<file path="src/rtl/sii_l2t_req_sched.sv">
// Schedules ordered/bypass requesters onto eight per-bank 32-bit L2T request buses under per-bank input-queue credits.
// Build option: SII_L2T_SCHED_WIB_CREDIT_EN adds per-bank write-buffer credits that gate payload-carrying packets.
module sii_l2t_req_sched #(
    parameter int CREDITS     = 4,
    parameter int WIB_CREDITS = 1
) (
    input  logic         iol2clk,
    input  logic         rst,
    input  logic         r0_vld,
    input  logic [63:0]  r0_hdr,
    input  logic [2:0]   r0_bank,
    input  logic         r0_has_data,
    input  logic         r1_vld,
    input  logic [63:0]  r1_hdr,
    input  logic [2:0]   r1_bank,
    input  logic         r1_has_data,
    output logic         r0_ack,
    output logic         r1_ack,
    output logic         pld_rd,
    output logic         pld_src,
    output logic [3:0]   pld_idx,
    input  logic [31:0]  pld_data,
    output logic [255:0] sii_l2t_req,
    output logic [7:0]   sii_l2t_req_vld,
    input  logic [7:0]   l2t_sii_iq_dequeue,
    input  logic [7:0]   l2t_sii_wib_dequeue,
    output logic         credit_err
);
    localparam logic [2:0] IQ_MAX = 3'(CREDITS);

    typedef enum logic [2:0] {IDLE, VLD, HDR0, HDR1, DUMMY0, DUMMY1, PLD} state_t;

    state_t      state_reg;
    logic [63:0] hdr_reg;
    logic [2:0]  bank_reg;
    logic        has_data_reg;
    logic        src_reg;
    logic [3:0]  beat_reg;
    logic [31:0] word_reg;
    logic        ptr_reg;
    logic [1:0]  ack_reg;
    logic [7:0]  req_vld_reg;
    logic        pld_rd_reg;
    logic        pld_src_reg;
    logic [3:0]  pld_idx_reg;
    logic        credit_err_reg;
    logic [2:0]  iq_cnt_reg [8];

    logic        elig0;
    logic        elig1;
    logic        gnt_any;
    logic        gnt_src;
    logic [2:0]  gnt_bank;
    logic [63:0] gnt_hdr;
    logic        gnt_has_data;
    logic [7:0]  iq_dec;
    logic [7:0]  iq_ovf;
    logic [7:0]  cred_ovf;
    logic        busy;
    logic [31:0] bus_word;

`ifdef SII_L2T_SCHED_WIB_CREDIT_EN
    localparam logic [2:0] WIB_MAX = 3'(WIB_CREDITS);
    logic [2:0] wib_cnt_reg [8];
    logic [7:0] wib_dec;
    logic [7:0] wib_ovf;

    assign elig0 = r0_vld && (iq_cnt_reg[r0_bank] != 3'd0) &&
                   (!r0_has_data || (wib_cnt_reg[r0_bank] != 3'd0));
    assign elig1 = r1_vld && (iq_cnt_reg[r1_bank] != 3'd0) &&
                   (!r1_has_data || (wib_cnt_reg[r1_bank] != 3'd0));
    assign cred_ovf = iq_ovf | wib_ovf;

    always_ff @(posedge iol2clk or posedge rst) begin
        if (rst) begin
            for (int b = 0; b < 8; b++) wib_cnt_reg[b] <= WIB_MAX;
        end else begin
            for (int b = 0; b < 8; b++) begin
                if (wib_dec[b] && !l2t_sii_wib_dequeue[b])
                    wib_cnt_reg[b] <= wib_cnt_reg[b] - 3'd1;
                else if (!wib_dec[b] && l2t_sii_wib_dequeue[b] && !wib_ovf[b])
                    wib_cnt_reg[b] <= wib_cnt_reg[b] + 3'd1;
            end
        end
    end
`else
    logic unused_wib;

    assign elig0 = r0_vld && (iq_cnt_reg[r0_bank] != 3'd0);
    assign elig1 = r1_vld && (iq_cnt_reg[r1_bank] != 3'd0);
    assign cred_ovf = iq_ovf;
    assign unused_wib = ^{l2t_sii_wib_dequeue, 3'(WIB_CREDITS)};
`endif

    // ptr_reg=1 gives r1 priority; an ineligible favoured requester never blocks the other one.
    assign gnt_any      = (state_reg == IDLE) && (elig0 || elig1);
    assign gnt_src      = elig1 && (ptr_reg || !elig0);
    assign gnt_bank     = gnt_src ? r1_bank : r0_bank;
    assign gnt_hdr      = gnt_src ? r1_hdr : r0_hdr;
    assign gnt_has_data = gnt_src ? r1_has_data : r0_has_data;

    assign busy     = (state_reg != IDLE);
    assign bus_word = (state_reg == PLD) ? pld_data : word_reg;

    generate
        for (genvar gi = 0; gi < 8; gi++) begin : g_bank
            assign iq_dec[gi] = gnt_any && (gnt_bank == 3'(gi));
            assign iq_ovf[gi] = l2t_sii_iq_dequeue[gi] && !iq_dec[gi] && (iq_cnt_reg[gi] == IQ_MAX);
`ifdef SII_L2T_SCHED_WIB_CREDIT_EN
            assign wib_dec[gi] = iq_dec[gi] && gnt_has_data;
            assign wib_ovf[gi] = l2t_sii_wib_dequeue[gi] && !wib_dec[gi] && (wib_cnt_reg[gi] == WIB_MAX);
`endif
            assign sii_l2t_req[32*gi +: 32] = (busy && (bank_reg == 3'(gi))) ? bus_word : 32'h0;
        end
    endgenerate

    always_ff @(posedge iol2clk or posedge rst) begin
        if (rst) begin
            for (int b = 0; b < 8; b++) iq_cnt_reg[b] <= IQ_MAX;
            credit_err_reg <= 1'b0;
        end else begin
            // A grant and a dequeue on the same bank cancel out.
            for (int b = 0; b < 8; b++) begin
                if (iq_dec[b] && !l2t_sii_iq_dequeue[b])
                    iq_cnt_reg[b] <= iq_cnt_reg[b] - 3'd1;
                else if (!iq_dec[b] && l2t_sii_iq_dequeue[b] && !iq_ovf[b])
                    iq_cnt_reg[b] <= iq_cnt_reg[b] + 3'd1;
            end
            if (|cred_ovf) credit_err_reg <= 1'b1;
        end
    end

    always_ff @(posedge iol2clk or posedge rst) begin
        if (rst) begin
            state_reg    <= IDLE;
            hdr_reg      <= 64'h0;
            bank_reg     <= 3'd0;
            has_data_reg <= 1'b0;
            src_reg      <= 1'b0;
            beat_reg     <= 4'd0;
            word_reg     <= 32'h0;
            ptr_reg      <= 1'b0;
            ack_reg      <= 2'b00;
            req_vld_reg  <= 8'h0;
            pld_rd_reg   <= 1'b0;
            pld_src_reg  <= 1'b0;
            pld_idx_reg  <= 4'd0;
        end else begin
            case (state_reg)
                IDLE: begin
                    word_reg <= 32'h0;
                    if (gnt_any) begin
                        state_reg    <= VLD;
                        hdr_reg      <= gnt_hdr;
                        bank_reg     <= gnt_bank;
                        has_data_reg <= gnt_has_data;
                        src_reg      <= gnt_src;
                        ptr_reg      <= ~gnt_src;
                        ack_reg      <= gnt_src ? 2'b10 : 2'b01;
                        req_vld_reg  <= 8'h01 << gnt_bank;
                    end
                end
                VLD: begin
                    state_reg   <= HDR0;
                    ack_reg     <= 2'b00;
                    req_vld_reg <= 8'h0;
                    word_reg    <= hdr_reg[63:32];
                end
                HDR0: begin
                    state_reg <= HDR1;
                    word_reg  <= hdr_reg[31:0];
                    // Payload fetch runs one cycle ahead of the bus since pld_data lags pld_rd.
                    if (has_data_reg) begin
                        pld_rd_reg  <= 1'b1;
                        pld_idx_reg <= 4'd0;
                        pld_src_reg <= src_reg;
                    end
                end
                HDR1: begin
                    word_reg <= 32'h0;
                    if (has_data_reg) begin
                        state_reg   <= PLD;
                        beat_reg    <= 4'd0;
                        pld_idx_reg <= 4'd1;
                    end else begin
                        state_reg <= DUMMY0;
                    end
                end
                DUMMY0: state_reg <= DUMMY1;
                DUMMY1: state_reg <= IDLE;
                PLD: begin
                    beat_reg <= beat_reg + 4'd1;
                    if (beat_reg == 4'd15) state_reg <= IDLE;
                    if (beat_reg <= 4'd13) begin
                        pld_idx_reg <= beat_reg + 4'd2;
                    end else begin
                        pld_rd_reg  <= 1'b0;
                        pld_idx_reg <= 4'd0;
                        pld_src_reg <= 1'b0;
                    end
                end
                default: state_reg <= IDLE;
            endcase
        end
    end

    assign r0_ack          = ack_reg[0];
    assign r1_ack          = ack_reg[1];
    assign sii_l2t_req_vld = req_vld_reg;
    assign pld_rd          = pld_rd_reg;
    assign pld_src         = pld_src_reg;
    assign pld_idx         = pld_idx_reg;
    assign credit_err      = credit_err_reg;

endmodule

</file>
<file path="config.mk">
export PLATFORM = sky130hd
export DESIGN_NAME = sii_l2t_req_sched
export DESIGN_NICKNAME = d
export VERILOG_FILES = /design/src/rtl/sii_l2t_req_sched.sv
export SDC_FILE = /design/constraint.sdc
export NUM_CORES = 1
export LEC_CHECK = 0
export CAP_MARGIN = 5
export CELL_PAD_IN_SITES_DETAIL_PLACEMENT = 1
export CELL_PAD_IN_SITES_GLOBAL_PLACEMENT = 2
export CORE_MARGIN = 1.5
export CORE_UTILIZATION = 22
export CTS_CLUSTER_DIAMETER = 100
export DETAILED_ROUTE_END_ITERATION = 6
export PLACE_DENSITY_LB_ADDON = 0.1
export SLEW_MARGIN = 0
export SYNTH_ARGS = -nofsm -noshare
export SYNTH_HDL_FRONTEND = slang
export SYNTH_SLANG_ARGS = --single-unit
</file>
<file path="constraint.sdc">
create_clock -name iol2clk -period 5.5 [get_ports iol2clk]
set_input_delay 0.825 -clock iol2clk [delete_from_list [all_inputs] [get_ports iol2clk]]
set_output_delay 0.825 -clock iol2clk [all_outputs]
set_load 0.1 [all_outputs]
</file>
==> run metrics <==
status=finished, final reports clean; DP HPWL=roughly 35000 µm; Post-Syn Nets=1378; hold_buf cts=0; Clock power frac=a little over an eighth; CTS tree=built; min cycle time layout=between 4 and 5 ns; Inst Count DP=between 2000 and 2500; synthesis warning total=0; cts bufs inserted=17; Data arrival, critical path=about 4.1 ns; most numerous cell in the Yosys netlist=nor2_1; Net Sw Power=around 5.0 mW; Top FF cell, synth=dfrtp_1; Routed WL=~45000 µm; antenna violations before repair=4; Flop pwr share=between 20% and 30%; top-area cell type share of the netlist area=between 30% and 40%; drc violations=0; final setup violating endpoints=0; Die Span Y=212 µm; global-route wire length before repair=between 60000 and 70000 µm; number of global-route vias before repair=between 10000 and 15000; largest net degree at the start of global routing=93; final period utilization=89.3%; HP Class=reg2reg; Slowest cell on crit path=clkdlybuf4s50_1; top layer reached by signal wires=met5; Worst-path clk slew=~0.06 ns; Slew Viols, Final=0; DR WL met3=~2300 µm; max reg flops=between 60 and 70; largest family of logic cells by synthesized area=simple AND/OR/NAND/NOR gates; Starting Density=between 20 and 25%; Post-synth EDFFs=0; die width=212 µm; Syn Std Cell Area=0.00958 mm²; Post-Syn Instances=1178; die footprint=0.0448 mm²; share of cells above drive strength 1=between 15 and 20%; Post-synth top cells=nor2_1, dfrtp_1, nand2_1; worst-margin pin slew=between 1 and 1.5 ns; CTS resizes=0; grt ovf=0; CTS root buf=clkbuf_16; XOR/XNOR Fraction of Synth Area=0.640%; vias=about 10000; Max Freq=between 0.2 and 0.25 GHz; Int Pwr=3.73 mW; max incr delay on CP=1.04 ns; Setup TNS=0 ns; worst-skew pair later-pin latency=0.45 ns; async set-reset flop share out of synthesis=100%; CP endpoint kind=output pin; num ports=around 460; Hold Vio Cnt, Final=0; Comb pwr share=a little over three fifths; Initial DRC Count=between 400 and 500; Seq/Total Area, Yosys=slightly below 40%; Worst Path Max Fanout=20; nets=1799; met2 WL=roughly 21000 µm; Worst VDD drop=between 0.2 and 0.25 mV; leading post-synthesis cells by cell area=dfrtp_1, mux2i_1, nor2_1, o21ai_0, nand2_1; Finished Layout Cells=between 2000 and 2500; crit path launch type=flip-flop; CP delay by family, top=buffers and inverters; clk_skew=about 0.012 ns; drt wl/cell=between 20 and 25 µm; Post-CTS Setup Bufs=0; Overall Global Routing Usage=~20%; adder-cell share of the synthesized area=around 2.2%; required time worst endpoint=approximately 4.7 ns; area leader, netlist=dfrtp_1; First-pass DRT Iterations=5; Buf/Inv on CP=2; Yosys reg bits=150; RePlAce Congestion=approximately 0.83; crit path kind=reg2out; Sw Share=between 50% and 60%; DR vias/cell=roughly 4.5; DRT antenna net count=0; Slew headroom=between 20% and 30%; leakage power=~6.4 nW; Core Rows=76; mux contribution to synthesized area=between 10% and 20%; clk sinks=150; Max clock buf depth=2; RSZ-0062 raised after global routing=false; core area=around 0.043 mm²; max-cap violations=0; Compound-Gate Fraction of Synth Area=about 18%; Power Density=between 500 and 600 mW/mm²; Synth cell types=70; Mean Syn Cell Area=8.13 µm²; cell breakdown of the critical path=nor2b_4 > and2_2 > buf_4 > mux2i_1 > nor2_1 > clkdlybuf4s50_1; IO buf count=about 450; H-tree depth=4; wl on met1=between 20000 and 25000 µm; Area growth syn-to-layout=56.6%; Synth Area in Simple Gates=~22%
-- power by group through the flow --
stage | sequential [mW] | combinational (mW) | clock (mW)
finish | 2.05 | 5.44 | 1.19
global route | 2.13 | 5.87 | 1.28
CTS | 2.06 | 5.51 | 1.24
detailed placement | 2.08 | 5.49 | 0
global placement | 2.06 | 5.45 | 0
floorplan | 2.16 | 3.74 | 0
-- placed cells by master (no fill, tap or decap), types with 8 or more instances in the layout --
| master | instances |
|---|---|
| fa_1 | 8 |
| nand3_1 | 12 |
| nor2_1 | 287 |
| inv_1 | 31 |
| clkbuf_16 | 17 |
| o211ai_1 | 8 |
| o21ai_0 | 122 |
| nand2_1 | 138 |
| a22oi_1 | 39 |
| a21oi_1 | 37 |
| a211oi_1 | 8 |
| nand2b_1 | 10 |
| dfrtp_1 | 141 |
| dfstp_2 | 8 |
| buf_4 | 197 |
| mux2i_1 | 111 |
| clkdlybuf4s50_1 | 292 |
| nor4_1 | 9 |
-- kinds of logic after synthesis --
kind of cell             after synthesis
XOR/XNOR                               7
buffers and inverters                122
flip-flops                           150
multiplexers                         121
adder cells (fa/ha/maj)               12
AND/OR/NAND/NOR                      502
AO/OA/AOI/OAI                        264
-- metal layers --
metal | GRT usage, % | vias to the layer above
li1 | - | 4873
met1 | 27.1 | 4777
met2 | 32.5 | 292
met3 | 3.83 | 28
met4 | 4.98 | 2
met5 | 0 | -
-- cell type report --
type | instances | area (µm²)
Clock inverter | 14 | 159
Clock buffer | 18 | 429
Sequential cell | 150 | 3760
Fill cell | 5188 | 28000
Timing Repair Buffer | 491 | 4440
Tap cell | 585 | 732
Inverter | 33 | 129
Multi-Input combinational cell | 906 | 5340
Antenna cell | 2 | 5.00
-- stage by stage --
stage          setup slack, ns  util [%]  power (mW)  instance area [µm²]  hold WS, ns
4_1_cts                  0.549      34.9        8.81                15000        0.486
3_3_place_gp             0.703      33.5        7.51                14400        0.463
2_1_floorplan            0.652         -        5.91                 9580        0.447
5_1_grt                  0.301      34.9        9.28                15000        0.505
3_5_place_dp             0.677      33.5        7.57                14400        0.470
6_report                 0.586      34.9        8.68                15000        0.478
-- worst register-to-register path, delay by kind of cell (launching register included) --
| family | cells | cell delay (ns) |
|---|---|---|
| DFF | 1 | 0.43 |
| AOI/OAI and AO/OA | 5 | 1.47 |
| and+or+nand+nor | 3 | 1.16 |
| muxes | 1 | 0.27 |
| adders and majority gates | 1 | 0.45 |
-- final timing paths --
check	start	endpoint	slack, ns	depth (start not counted)
worst max-delay path	state_reg[1]$_DFFE_PP0P_	sii_l2t_req[7]	0.59	6
worst min-delay path	src_reg$_DFFE_PP0P_	src_reg$_DFFE_PP0P_	0.48	2
worst max register to register	iq_cnt_reg[6]$_DFFE_PP0P_	iq_cnt_reg[7]$_DFFE_PP0P_	1.64	10
worst min register to register	src_reg$_DFFE_PP0P_	src_reg$_DFFE_PP0P_	0.48	2
max in group asynchronous	rst	hdr_reg[17]$_DFFE_PP0P_	3.63	3
min in group asynchronous	rst	pld_idx[1]$_DFFE_PP0P_	0.95	2
Power figures use the tool's default switching activity.
